[src/rtl/game_pkg.sv]
// Shared types and widths for the game sequencing logic: round states,
// datapath widths and a saturating score increment.
package game_pkg;

  typedef enum logic [2:0] {
    GAME_OVER = 3'd0,
    IDLE      = 3'd1,
    APPROACH  = 3'd2,
    CHECK     = 3'd3
  } game_state_t;

  localparam int DEPTH_W   = 8;
  localparam int COLL_W    = 20;
  localparam int WALL_ID_W = 3;
  localparam int SCORE_W   = 8;
  localparam int LIVES_W   = 2;

  function automatic logic [SCORE_W-1:0] sat_inc_score(input logic [SCORE_W-1:0] v);
    return (v == {SCORE_W{1'b1}}) ? v : v + 1'b1;
  endfunction

endpackage

[src/rtl/collision_accumulator.sv]
// Saturating collision-pixel counter with synchronous clear and a
// strictly-greater-than threshold flag.
module collision_accumulator
  import game_pkg::*;
#(
  parameter int THRESHOLD = 2000
) (
  input  logic clk_in,
  input  logic rst_in,
  input  logic clear_in,
  input  logic qualify_in,
  output logic over_out
);

  logic [COLL_W-1:0] count_reg;

  // Clear wins over qualify so the pixel in the entering cycle is dropped.
  always_ff @(posedge clk_in or posedge rst_in) begin
    if (rst_in) begin
      count_reg <= '0;
    end else if (clear_in) begin
      count_reg <= '0;
    end else if (qualify_in && (count_reg != {COLL_W{1'b1}})) begin
      count_reg <= count_reg + 1'b1;
    end
  end

  assign over_out = (count_reg > COLL_W'(THRESHOLD));

endmodule

[src/rtl/game_state_controller.sv]
// Round sequencer: advances the approaching wall per frame tick, evaluates
// collisions at the player's plane, and tracks score, lives and wall index.
module game_state_controller
  import game_pkg::*;
#(
  parameter int MAX_WALL_DEPTH      = 75,
  parameter int GOAL_DEPTH          = 60,
  parameter int FRAMES_PER_STEP     = 4,
  parameter int COLLISION_THRESHOLD = 2000,
  parameter int NUM_LIVES           = 3,
  parameter int NUM_WALLS           = 8
) (
  input  logic                 clk_in,
  input  logic                 rst_in,
  input  logic                 frame_tick_in,
  input  logic                 pixel_valid_in,
  input  logic                 is_collision_in,
  input  logic                 start_in,
  output logic [2:0]           game_state_out,
  output logic [DEPTH_W-1:0]   wall_depth_out,
  output logic [WALL_ID_W-1:0] wall_id_out,
  output logic [SCORE_W-1:0]   score_out,
  output logic [LIVES_W-1:0]   lives_out,
  output logic                 new_wall_out
);

  localparam int STEP_W = (FRAMES_PER_STEP > 1) ? $clog2(FRAMES_PER_STEP) : 1;
  localparam logic [STEP_W-1:0]    STEP_LAST = STEP_W'(FRAMES_PER_STEP - 1);
  localparam logic [DEPTH_W-1:0]   DEPTH_MAX = DEPTH_W'(MAX_WALL_DEPTH);
  localparam logic [DEPTH_W-1:0]   DEPTH_GOAL = DEPTH_W'(GOAL_DEPTH);
  localparam logic [WALL_ID_W-1:0] WALL_LAST = WALL_ID_W'(NUM_WALLS - 1);
  localparam logic [LIVES_W-1:0]   LIVES_INIT = LIVES_W'(NUM_LIVES);

  game_state_t          state_reg, state_next;
  logic [DEPTH_W-1:0]   depth_reg, depth_next;
  logic [WALL_ID_W-1:0] wall_id_reg, wall_id_next;
  logic [SCORE_W-1:0]   score_reg, score_next;
  logic [LIVES_W-1:0]   lives_reg, lives_next;
  logic [STEP_W-1:0]    step_reg, step_next;
  logic                 new_wall_reg, new_wall_next;
  logic                 start_reg;

  logic start_edge;
  logic coll_clear;
  logic coll_qualify;
  logic coll_over;
  logic load_wall;

  assign start_edge = start_in && !start_reg;

  // Tick cycles never count, so the evaluating tick's pixel is excluded.
  assign coll_qualify = (state_reg == CHECK) && pixel_valid_in && is_collision_in
                        && !frame_tick_in;

  collision_accumulator #(
    .THRESHOLD (COLLISION_THRESHOLD)
  ) u_collision_accumulator (
    .clk_in     (clk_in),
    .rst_in     (rst_in),
    .clear_in   (coll_clear),
    .qualify_in (coll_qualify),
    .over_out   (coll_over)
  );

  always_ff @(posedge clk_in or posedge rst_in) begin
    if (rst_in) begin
      state_reg    <= IDLE;
      depth_reg    <= DEPTH_MAX;
      wall_id_reg  <= '0;
      score_reg    <= '0;
      lives_reg    <= LIVES_INIT;
      step_reg     <= '0;
      new_wall_reg <= 1'b0;
      start_reg    <= 1'b0;
    end else begin
      state_reg    <= state_next;
      depth_reg    <= depth_next;
      wall_id_reg  <= wall_id_next;
      score_reg    <= score_next;
      lives_reg    <= lives_next;
      step_reg     <= step_next;
      new_wall_reg <= new_wall_next;
      start_reg    <= start_in;
    end
  end

  always_comb begin
    state_next    = state_reg;
    depth_next    = depth_reg;
    wall_id_next  = wall_id_reg;
    score_next    = score_reg;
    lives_next    = lives_reg;
    step_next     = step_reg;
    new_wall_next = 1'b0;
    coll_clear    = 1'b0;
    load_wall     = 1'b0;

    case (state_reg)
      IDLE: begin
        if (start_edge) begin
          state_next = APPROACH;
          step_next  = '0;
          depth_next = DEPTH_MAX;
        end
      end

      APPROACH: begin
        if (frame_tick_in) begin
          if (step_reg == STEP_LAST) begin
            step_next  = '0;
            depth_next = depth_reg - 1'b1;
            if (depth_next == DEPTH_GOAL) begin
              state_next = CHECK;
              coll_clear = 1'b1;
            end
          end else begin
            step_next = step_reg + 1'b1;
          end
        end
      end

      CHECK: begin
        if (frame_tick_in) begin
          if (coll_over) begin
            if (lives_reg == 2'd1) begin
              lives_next = '0;
              state_next = GAME_OVER;
            end else begin
              lives_next = lives_reg - 1'b1;
              load_wall  = 1'b1;
            end
          end else begin
            score_next = sat_inc_score(score_reg);
            load_wall  = 1'b1;
          end
        end
        if (load_wall) begin
          state_next    = APPROACH;
          depth_next    = DEPTH_MAX;
          wall_id_next  = (wall_id_reg == WALL_LAST) ? '0 : wall_id_reg + 1'b1;
          new_wall_next = 1'b1;
          step_next     = '0;
        end
      end

      GAME_OVER: begin
        if (start_edge) begin
          state_next   = IDLE;
          score_next   = '0;
          lives_next   = LIVES_INIT;
          wall_id_next = '0;
          depth_next   = DEPTH_MAX;
        end
      end

      default: state_next = IDLE;
    endcase
  end

  assign game_state_out = state_reg;
  assign wall_depth_out = depth_reg;
  assign wall_id_out    = wall_id_reg;
  assign score_out      = score_reg;
  assign lives_out      = lives_reg;
  assign new_wall_out   = new_wall_reg;

endmodule

[config.mk]
export PLATFORM = sky130hd
export DESIGN_NAME = game_state_controller
export DESIGN_NICKNAME = d
export VERILOG_FILES = /design/src/rtl/game_pkg.sv /design/src/rtl/collision_accumulator.sv /design/src/rtl/game_state_controller.sv
export SDC_FILE = /design/constraint.sdc
export NUM_CORES = 1
export LEC_CHECK = 0
export BUFFER_PORTS_ARGS = -buffer_cell sky130_fd_sc_hd__buf_2
export CORE_UTILIZATION = 43
export DETAILED_ROUTE_END_ITERATION = 8
export PLACE_DENSITY = 0.61
export SLEW_MARGIN = 20
export SYNTH_ARGS = -nofsm -noshare
export SYNTH_HDL_FRONTEND = slang
export SYNTH_HIERARCHICAL = 1
export SYNTH_SLANG_ARGS = --single-unit
[constraint.sdc]
create_clock -name clk_in -period 2.63 [get_ports clk_in]
set_clock_uncertainty 0.1 [all_clocks]
set_input_delay 0.263 -clock clk_in [delete_from_list [all_inputs] [get_ports clk_in]]
set_output_delay 0.263 -clock clk_in [all_outputs]
set_load 0.1 [all_outputs]
# Word-level counts from Yosys, hierarchy flattened
# Index checks and enable logic that the tools add are counted.
dict set report totals {
  reg_bits 48
  inputBits 6
  out_inout_bits 25
  word_cells 104
}
dict set report op_classes {
  add_sub_neg 6
  magnitude_cmp 1
  n_eq_ne 23
  muxes 46
  n_reduce_logical 19
}
# op count
set op_table {}
lappend op_table {{$mux W8} 8}
lappend op_table {{$mux W20} 2}
lappend op_table {{$mux W3} 12}
lappend op_table {{$pmux W8 S3} 1}
lappend op_table {{$add A20 B1 Y20 const B} 1}
lappend op_table {{$gt A20 B11 Y1 const B} 1}
lappend op_table {{$ne A20 B20 Y1 const B} 1}
lappend op_table {{$ne A2 B2 Y1 const B} 9}
lappend op_table {{$mux W2} 8}
lappend op_table {{$pmux W8 S2} 1}
lappend op_table {{$pmux W3 S4} 1}
lappend op_table {{$mux W1} 10}
lappend op_table {{$reduce_and A5 Y1} 2}
lappend op_table {{$add A8 B1 Y8 const B} 1}
lappend op_table {{$eq A8 B6 Y1 const B} 1}
lappend op_table {{$eq A8 B8 Y1 const B} 1}
lappend op_table {{$reduce_and A4 Y1} 2}
lappend op_table {{$reduce_and A8 Y1} 1}
lappend op_table {{$sub A8 B1 Y8 const B} 1}
lappend op_table {{$eq A3 B2 Y1 const B} 2}
lappend op_table {{$ne A3 B2 Y1 const B} 2}
lappend op_table {{$pmux W2 S3} 1}
lappend op_table {{$pmux W3 S2} 1}
lappend op_table {{$reduce_bool A3 Y1} 2}
lappend op_table {{16 further kinds} 23}

# Logic depth before layout (Yosys ltp)
# Gate-level depths: netlist (run 1).
dict set report depth {
  word_depth 7
  depth_mapped 10
  depth_no_buf 9
}

# Modules after synthesis
# Netlist (run 1), hierarchy kept.
# module n_inst cells_each area_each_um2 seq_area_each_um2
set by_module_without_submodules {}
lappend by_module_without_submodules {game_state_controller 1 165 1571.5 684.4}
lappend by_module_without_submodules {collision_accumulator 1 150 1367.6 500.5}

# Worst setup path after synthesis (run 1)
# No wires, ideal clock.
dict set report synth_timing {
  path_kind {reg-to-reg}
  from {reg depth_reg[4], in the netlist wall_depth_out[4]}
  to {reg u_collision_accumulator.count_reg[2]}
  setup_ns 0.128
  arrival_ns 2.753
  required_time_ns 2.402
  setup_slack_ns -0.351
  stages_incl_launch_ff 10
  path_buffers 3
  period_less_slack_ns 2.981
  cell_sequence {dfrtp_1 > clkbuf_1 > nor3_1 > nand3_1 > xnor2_1 > nor4_1 > clkbuf_1 > clkbuf_1 > nor2_1 > mux2_1}
}
dict set report synth_between {
  elab_chain_len 7
  word_cells_on_any_way 8
  cone_classes {1 x add/sub; 1 x eq/ne; 5 x mux; 1 x reduce/logical}
}
# item line_no
set synth_rtl {}
lappend synth_rtl {{start, declared} game_state_controller.sv:35} ;# logic [DEPTH_W-1:0] depth_reg, depth_next;
lappend synth_rtl {{start signal, assigned} game_state_controller.sv:77} ;# depth_reg <= depth_next;
lappend synth_rtl {{$sub A8 B1 Y8 *} game_state_controller.sv:111} ;# depth_next = depth_reg - 1'b1;
lappend synth_rtl {{$eq A8 B6 Y1 *} game_state_controller.sv:112} ;# if (depth_next == DEPTH_GOAL) begin
lappend synth_rtl {{$mux W1 *} game_state_controller.sv:112}
lappend synth_rtl {{$mux W1 *} game_state_controller.sv:109} ;# if (step_reg == STEP_LAST) begin
lappend synth_rtl {{$mux W1 *} game_state_controller.sv:108} ;# if (frame_tick_in) begin
lappend synth_rtl {{$mux W1 *} game_state_controller.sv:98} ;# case (state_reg)
lappend synth_rtl {{via coll_clear} game_state_controller.sv:44} ;# logic coll_clear;
lappend synth_rtl {{$mux W20 or $reduce_bool A2 Y1 (tied branches)} --}
lappend synth_rtl {{end signal, assigned} collision_accumulator.sv:24} ;# count_reg <= count_reg + 1'b1;
lappend synth_rtl {{end, declared} collision_accumulator.sv:15} ;# logic [COLL_W-1:0] count_reg;
# The timed path passes the listed nets; every way through them passes the cells marked *.
# A chain may end at the register's enable or synchronous reset.

# Worst setup path after layout (run 1)
dict set report layout_timing {
  from {reg depth_reg[0], in the netlist wall_depth_out[0]}
  to {reg u_collision_accumulator.count_reg[11]}
}
# The elaborated chain is that of the path after synthesis.

==> results of run 1 <==
## cell usage in the layout, fill, tap and decap left out, types with 4 or more instances in the layout
master,n
mux2_2,5
nor2_1,27
mux2_1,8
buf_2,29
dfstp_4,4
inv_1,10
a31oi_1,4
nand3_1,12
buf_4,9
or3_1,5
or4_1,7
nor2b_1,13
a211oi_1,5
ha_1,9
o41ai_1,4
and4_1,5
a21oi_1,20
o211ai_1,4
dfrtp_1,36
nand2b_1,5
o31ai_1,5
and3_1,4
nand4_1,13
nand2_1,23
o21ai_0,11
clkbuf_8,5
## metrics by stage
stage	hold slack, ns	area (um2)
floorplan	0.127	2970
detailed placement	0.258	3190
CTS	0.000270	3280
global placement	0.259	3190
finish	0.0101	3280
global route	0.00724	3280
## power by group through the flow
| stage | clock, uW | sequential (uW) | combinational [uW] |
|---|---|---|---|
| after floorplan | 0 | 1580 | 415 |
| after global placement | 0 | 1060 | 1100 |
| after detailed placement | 0 | 1070 | 1110 |
| after CTS | 439 | 1050 | 1110 |
| after global routing | 465 | 1090 | 1180 |
| final | 414 | 1060 | 1110 |
## per-layer routing
metal | global-route usage (%) | up-vias | wire length, um | part of all wire (%)
met3 | 2.95 | 4 | 111 | 1.8
met4 | 5.08 | 0 | 55 | 0.90
met1 | 24.7 | 1164 | 3000 | 49
met2 | 31.1 | 22 | 2960 | 48
li1 | - | 1218 | - | -
met5 | 0 | - | 0 | 0
## cell families after synthesis
kind of cell,Yosys count,synth area share (%)
adder cells (fa/ha/maj),9,3.83
buffers and inverters,30,5.32
XOR/XNOR,6,1.79
multiplexers,14,5.32
other,1,0.128
AND/OR/NAND/NOR,137,27.5
AO/OA/AOI/OAI,71,15.8
flip-flops,47,40.3
## timing repair
item                      in CTS  in global routing
resized for setup              0                  0
hold buffers                   1                  0
hold endpoints to repair       6                  0
## layout make-up
| class | count | area [um2] | share of cell area, % |
|---|---|---|---|
| Tap cell | 77 | 96.3 | 2.94 |
| Multi-Input combinational cell | 238 | 1610 | 49.1 |
| Clock buffer | 8 | 80.1 | 2.44 |
| Sequential cell | 47 | 1210 | 36.9 |
| Timing Repair Buffer | 40 | 243 | 7.41 |
| Inverter | 10 | 37.5 | 1.15 |
## worst max path at each step
| stage | from | to | depth (start not counted) |
|---|---|---|---|
| 2_1_floorplan | wall_depth_out[4] | u_collision_accumulator/count_reg[3] | 9 |
| 3_3_place_gp | wall_depth_out[0] | u_collision_accumulator/count_reg[2] | 7 |
| 3_5_place_dp | wall_depth_out[0] | u_collision_accumulator/count_reg[11] | 7 |
| 4_1_cts | wall_depth_out[0] | u_collision_accumulator/count_reg[11] | 7 |
| 5_1_grt | wall_depth_out[0] | u_collision_accumulator/count_reg[13] | 7 |
| 6_report | wall_depth_out[0] | u_collision_accumulator/count_reg[11] | 7 |
## worst register-to-register path, stage by stage (launching register included)
cell and delay (ns):
dfstp_4 0.50, or3_1 0.42, o31ai_1 0.24, nand3_1 0.15, nor4_2 0.28, buf_12 0.24
nor2_1 0.07, mux2_1 0.29
==> out/qor.yml, run 1 <==
floorplan:
  core-area_um2: 6460
  start_util_pct: 45.5
  rows: 29
  dieArea_um2: 7170
  die_h_um: 84.7
  die-width_um: 84.7
  pin_count: 31
synthesis:
  synth_top_cell_area_share_pct: 34.1
  synth_commonest_cells: "dfrtp_1 (40), nor2_1 (27), nand2_1 (23)"
  yosys-top-cells-area: "dfrtp_1 (34%), dfstp_2 (6.3%), ha_1 (3.8%), nor2_1 (3.4%), a21oi_1 (3.4%)"
  syn-num-nets: 330
  synth.ff_latch_count: 47
  synth_top_cell_by_area: "dfrtp_1"
  synthCells: 315
  yosysMostFrequentCell: "dfrtp_1"
  netlist_area_um2: 2940
  ys_dominant_reg_cell: "dfrtp_1"
  ys_seq_area_share_pct: 40.3
  syn_area_per_cell_um2: 9.33
  synthArstFlopShare_pct: 100
  synth-edff-count: 0
  ys.warnings.count: 6
  synth.distinct_cells: 59
status:
  violations: "DRC"
  status: "finished, violations left"
setup_path:
  cpPeakStageDelay_ns: 0.50
  worstSetupEndpointType: "flop"
  reg2reg_depth: 7
  worstReg2RegEnd: "u_collision_accumulator/count_reg[11]"
  reg2reg_setup_slack_ns: 0.23
  path_class: "reg2reg"
  cp_max_fo: 35
  startpoint_type: "flop"
  r2r_start: "wall_depth_out[0]"
  crit_arrival_ns: 2.48
  slowest_stage: "dfstp_4"
  worstPathRequired_ns: 2.71
  path_buf_inv: 1
  cp_cell_sequence: "or3_1 > o31ai_1 > nand3_1 > nor4_2 > buf_12 > nor2_1 > mux2_1"
  cp_top_family: "simple AND/OR/NAND/NOR gates"
power:
  ir_drop_v: 0.000330
  switchingPower_uw: 1260
  power_density_nw_per_um2: 786
  p_leak_uw: 0.00146
  p_comb_share_pct: 42.9
  internal_power_uw: 1310
  seqPwrFrac_pct: 41.0
  power_uw: 2570
  clkPwrFrac_pct: 16.1
  p_sw_share_pct: 49.0
finish:
  largest_register_ffs: 20
  layout-drive-gt1-share_pct: 21.0
  layout.nets: 357
  finish.utilization_pct: 50.7
  syn2layout_area_growth_pct: 11.5
  antenna_cells: 0
  final_cells: 420
  n_fill_cell: 616
grt:
  grt_max_degree: 36
  grt_use_total_pct: 18.5
  grt_pass1_wl_um: 10700
  grt_pass1_vias: 2255
  grt.overflow.total: 0
  antenna_found_initial: 0
min_path:
  hold_class: "in2reg"
  worstHoldEndpoint: "start_reg"
  hp-start: "start_in"
  min_path_cells: 1
flow_run:
  maxCapViolCount: 0
clock_network:
  post_cts_buffers: 0
  h-tree-depth: 2
  cts_buffer_depth: 2
  root_buffer: "clkbuf_8"
  numClockSinks: 47
  numCtsBuffers: 5
  clk_pin_slew_ns: 0.08
  cts_tree: "built"
  clk_latency_ns: 0.29
detailed_routing:
  wl_um: 6130
  ant_nets: 0
  first_pass_iters: 6
  vias: 2408
  drcViolationCount: 1
  routedWlPerCell_um: 14.6
  drt-vias-per-instance: 5.73
  drt_iter0_drc: 74
placement:
  placed_cells: 411
  dp_hpwl_um: 4420
  gp_congestion: 0.799
  port-buffer-count: 29
  dp_slack_ns: 0.283
sta:
  post-route-period-util_pct: 91.3
  rsz0062_at_grt: "false"
  final_max_slew_viol_count: 0
  setup_tns_ns: 0
  period_needed_ns: 2.40
  worst_pin_slew_ns: 0.762
  slew_headroom_pct: 49.2
  fmax_mhz: 416
  fin_ws_ns: 0.229
  setup_viol: 0
  hold_viol: 0
(Power assumes the default switching activity.)
==> inputs of run 2 (changes only) <==
==> constraint.sdc (replaced) <==
create_clock -name clk_in -period 2.2 [get_ports clk_in]
set_clock_uncertainty 0.1 [all_clocks]
set_input_delay 0.22 -clock clk_in [delete_from_list [all_inputs] [get_ports clk_in]]
set_output_delay 0.22 -clock clk_in [all_outputs]
set_load 0.1 [all_outputs]
==> out/qor.yml, run 2 (same netlist as run 1, synthesis figures left out) <==
sta:
  final_max_slew_viol_count: 0  # unchanged
  setup_tns_ns: -0.903  # -0.903 ns
  setup_viol: 13  # +13
  worst_pin_slew_ns: 0.815  # +0.0532 ns
  whs_ns: 0.216  # +0.206 ns
  fin_ws_ns: -0.0904  # -0.319 ns
  hold_viol: 0  # unchanged
  period_needed_ns: 2.29  # -0.111 ns
  fmax_mhz: 437  # +4.8%
  post-route-period-util_pct: 104  # +13 points
  slew_headroom_pct: 45.6  # -3.5 points
  rsz0062_at_grt: "true"
setup_path:
  worstReg2RegEnd: "u_collision_accumulator/count_reg[19]"
  slowest_stage: "dfstp_4"
  path_class: "reg2reg"
  startpoint_type: "flop"
  cp_cell_sequence: "or3_4 > o31ai_4 > nand3_2 > nor4_4 > buf_6 > clkbuf_16 > nor2b_1 > mux2_2"
  cp_max_fo: 14  # -60%
  worstSetupEndpointType: "flop"
  worstPathRequired_ns: 2.28  # -0.43 ns
  reg2reg_depth: 8  # +1
  crit_arrival_ns: 2.37  # -0.11 ns
  reg2reg_setup_slack_ns: -0.09  # -0.32 ns
  r2r_start: "wall_depth_out[0]"
  cpPeakStageDelay_ns: 0.49  # about the same
grt:
  grt_pass1_wl_um: 11900  # +11%
  grt_pass1_vias: 2557  # +13%
  grt_use_total_pct: 20.5  # +2.0 points
  antenna_found_initial: 0  # unchanged
  grt.overflow.total: 0  # unchanged
  grt_max_degree: 36  # unchanged
detailed_routing:
  first_pass_iters: 7  # +1
  drcViolationCount: 2  # +1
  vias: 2679  # +11%
  routedWlPerCell_um: 15.2  # +4.4%
  wl_um: 7040  # +15%
  drt-vias-per-instance: 5.80  # +1.1%
  ant_nets: 0  # unchanged
  drt_iter0_drc: 152  # +110%
placement:
  gp_congestion: 0.828  # +3.7%
  dp_hpwl_um: 4870  # +10%
  placed_cells: 447  # +8.8%
  port-buffer-count: 29  # unchanged
floorplan:
  start_util_pct: 45.5  # unchanged
  dieArea_um2: 7170  # unchanged
  rows: 29  # unchanged
  die-width_um: 84.7  # unchanged
  core-area_um2: 6460  # unchanged
  die_h_um: 84.7  # unchanged
  pin_count: 31  # unchanged
clock_network:
  clk_latency_ns: 0.30  # about the same
  cts_buffer_depth: 2  # unchanged
  h-tree-depth: 2  # unchanged
  cts_tree: "built"
  numClockSinks: 47  # unchanged
  root_buffer: "clkbuf_8"
  clk_pin_slew_ns: 0.09  # about the same
  numCtsBuffers: 5  # unchanged
min_path:
  worstHoldEndpoint: "game_state_out[1]"
  hp-start: "frame_tick_in"
  min_path_cells: 3  # +2
  hold_class: "in2reg"
finish:
  layout-drive-gt1-share_pct: 37.7  # +17 points
  largest_register_ffs: 20  # unchanged
  n_fill_cell: 569  # -7.6%
  final_common_cell: "buf_4"
  final_cells: 462  # +10%
  layout.nets: 399  # +12%
  final_cell_mix: "buf_4 (46), dfrtp_1 (32), buf_2 (29)"
  antenna_cells: 0  # unchanged
  syn2layout_area_growth_pct: 29.8
status:
  violations: "DRC, setup timing"
  status: "finished, violations left"
power:
  power_density_nw_per_um2: 857  # +9.1%
  p_leak_uw: 0.00170  # +16%
  ir_drop_v: 0.00102  # +210%
flow_run:
  maxCapViolCount: 0  # unchanged
-- run 2: changes by cell type in the layout (fill, tap and decap cells not counted), sizes merged --
cell / before / now
clkinv: 0 / 2
buf: 39 / 78
dlygate4sd3: 1 / 2
-- run 2: per-stage QoR --
stage	total power [uW]	util [%]	area [um2]	setup slack, ns
2_1_floorplan	2410	-	3070	-0.215
3_3_place_gp	2710	54.1	3490	-0.0953
3_5_place_dp	2730	54.1	3490	-0.135
4_1_cts	3260	56.3	3630	-0.0755
5_1_grt	3480	59.0	3810	-0.181
6_report	3270	59.0	3810	-0.0904
-- run 2: worst max path at each step --
stage	startpoint	end	cells after the start
5_1_grt	wall_depth_out[0]	u_collision_accumulator/count_reg[19]	8
4_1_cts	wall_depth_out[0]	u_collision_accumulator/count_reg[2]	7
3_3_place_gp	wall_depth_out[0]	u_collision_accumulator/count_reg[5]	7
3_5_place_dp	wall_depth_out[0]	u_collision_accumulator/count_reg[2]	7
6_report	wall_depth_out[0]	u_collision_accumulator/count_reg[19]	8
2_1_floorplan	wall_depth_out[4]	u_collision_accumulator/count_reg[3]	9
-- run 2: repair_timing --
| action | 4_1_cts | 5_1_grt |
|---|---|---|
| hold buffers | 2 | 0 |
| pin swaps | 0 | 8 |
| cloned | 0 | 2 |
| setup buffers | 0 | 3 |
| endpoints found under the setup margin | 19 | 21 |
| endpoints found under the hold margin | 21 | 0 |
| resized for setup | 7 | 24 |
-- run 2: area by class of cell --
cell class | count | area, um2 | share of cell area [%]
sequential | 47 | 1220 | 31.9
tap | 77 | 96.3 | 2.53
inverter | 10 | 37.5 | 0.984
timing repair buffer | 82 | 603 | 15.8
clock inverter | 2 | 7.51 | 0.197
multi-input combinational | 238 | 1780 | 46.7
clock buffer | 6 | 72.6 | 1.90
-- run 2: critical path: cells and delay by family (launching register included) --
family                 cells  cell delay (ns)
muxes                      1             0.26
and+or+nand+nor            4             0.75
AOI/OAI and AO/OA          1             0.24
buffers and inverters      2             0.33
DFF                        1             0.49
-- run 2: power breakdown --
| group | switching [uW] | leakage [uW] | total [uW] | internal [uW] |
|---|---|---|---|---|
| combinational | 1130 | 0.00106 | 1540 | 415 |
| sequential | 177 | 0.000599 | 1220 | 1040 |
| clock | 288 | 0.0000403 | 506 | 217 |
-- run 2: metal layers --
metal | vias up | share of wire [%] | track usage [%]
met4 | 0 | 1.3 | 6.78
met3 | 9 | 3.7 | 3.34
met1 | 1318 | 47 | 28.7
li1 | 1304 | - | -
met5 | - | 0 | 0
met2 | 48 | 48 | 32.4
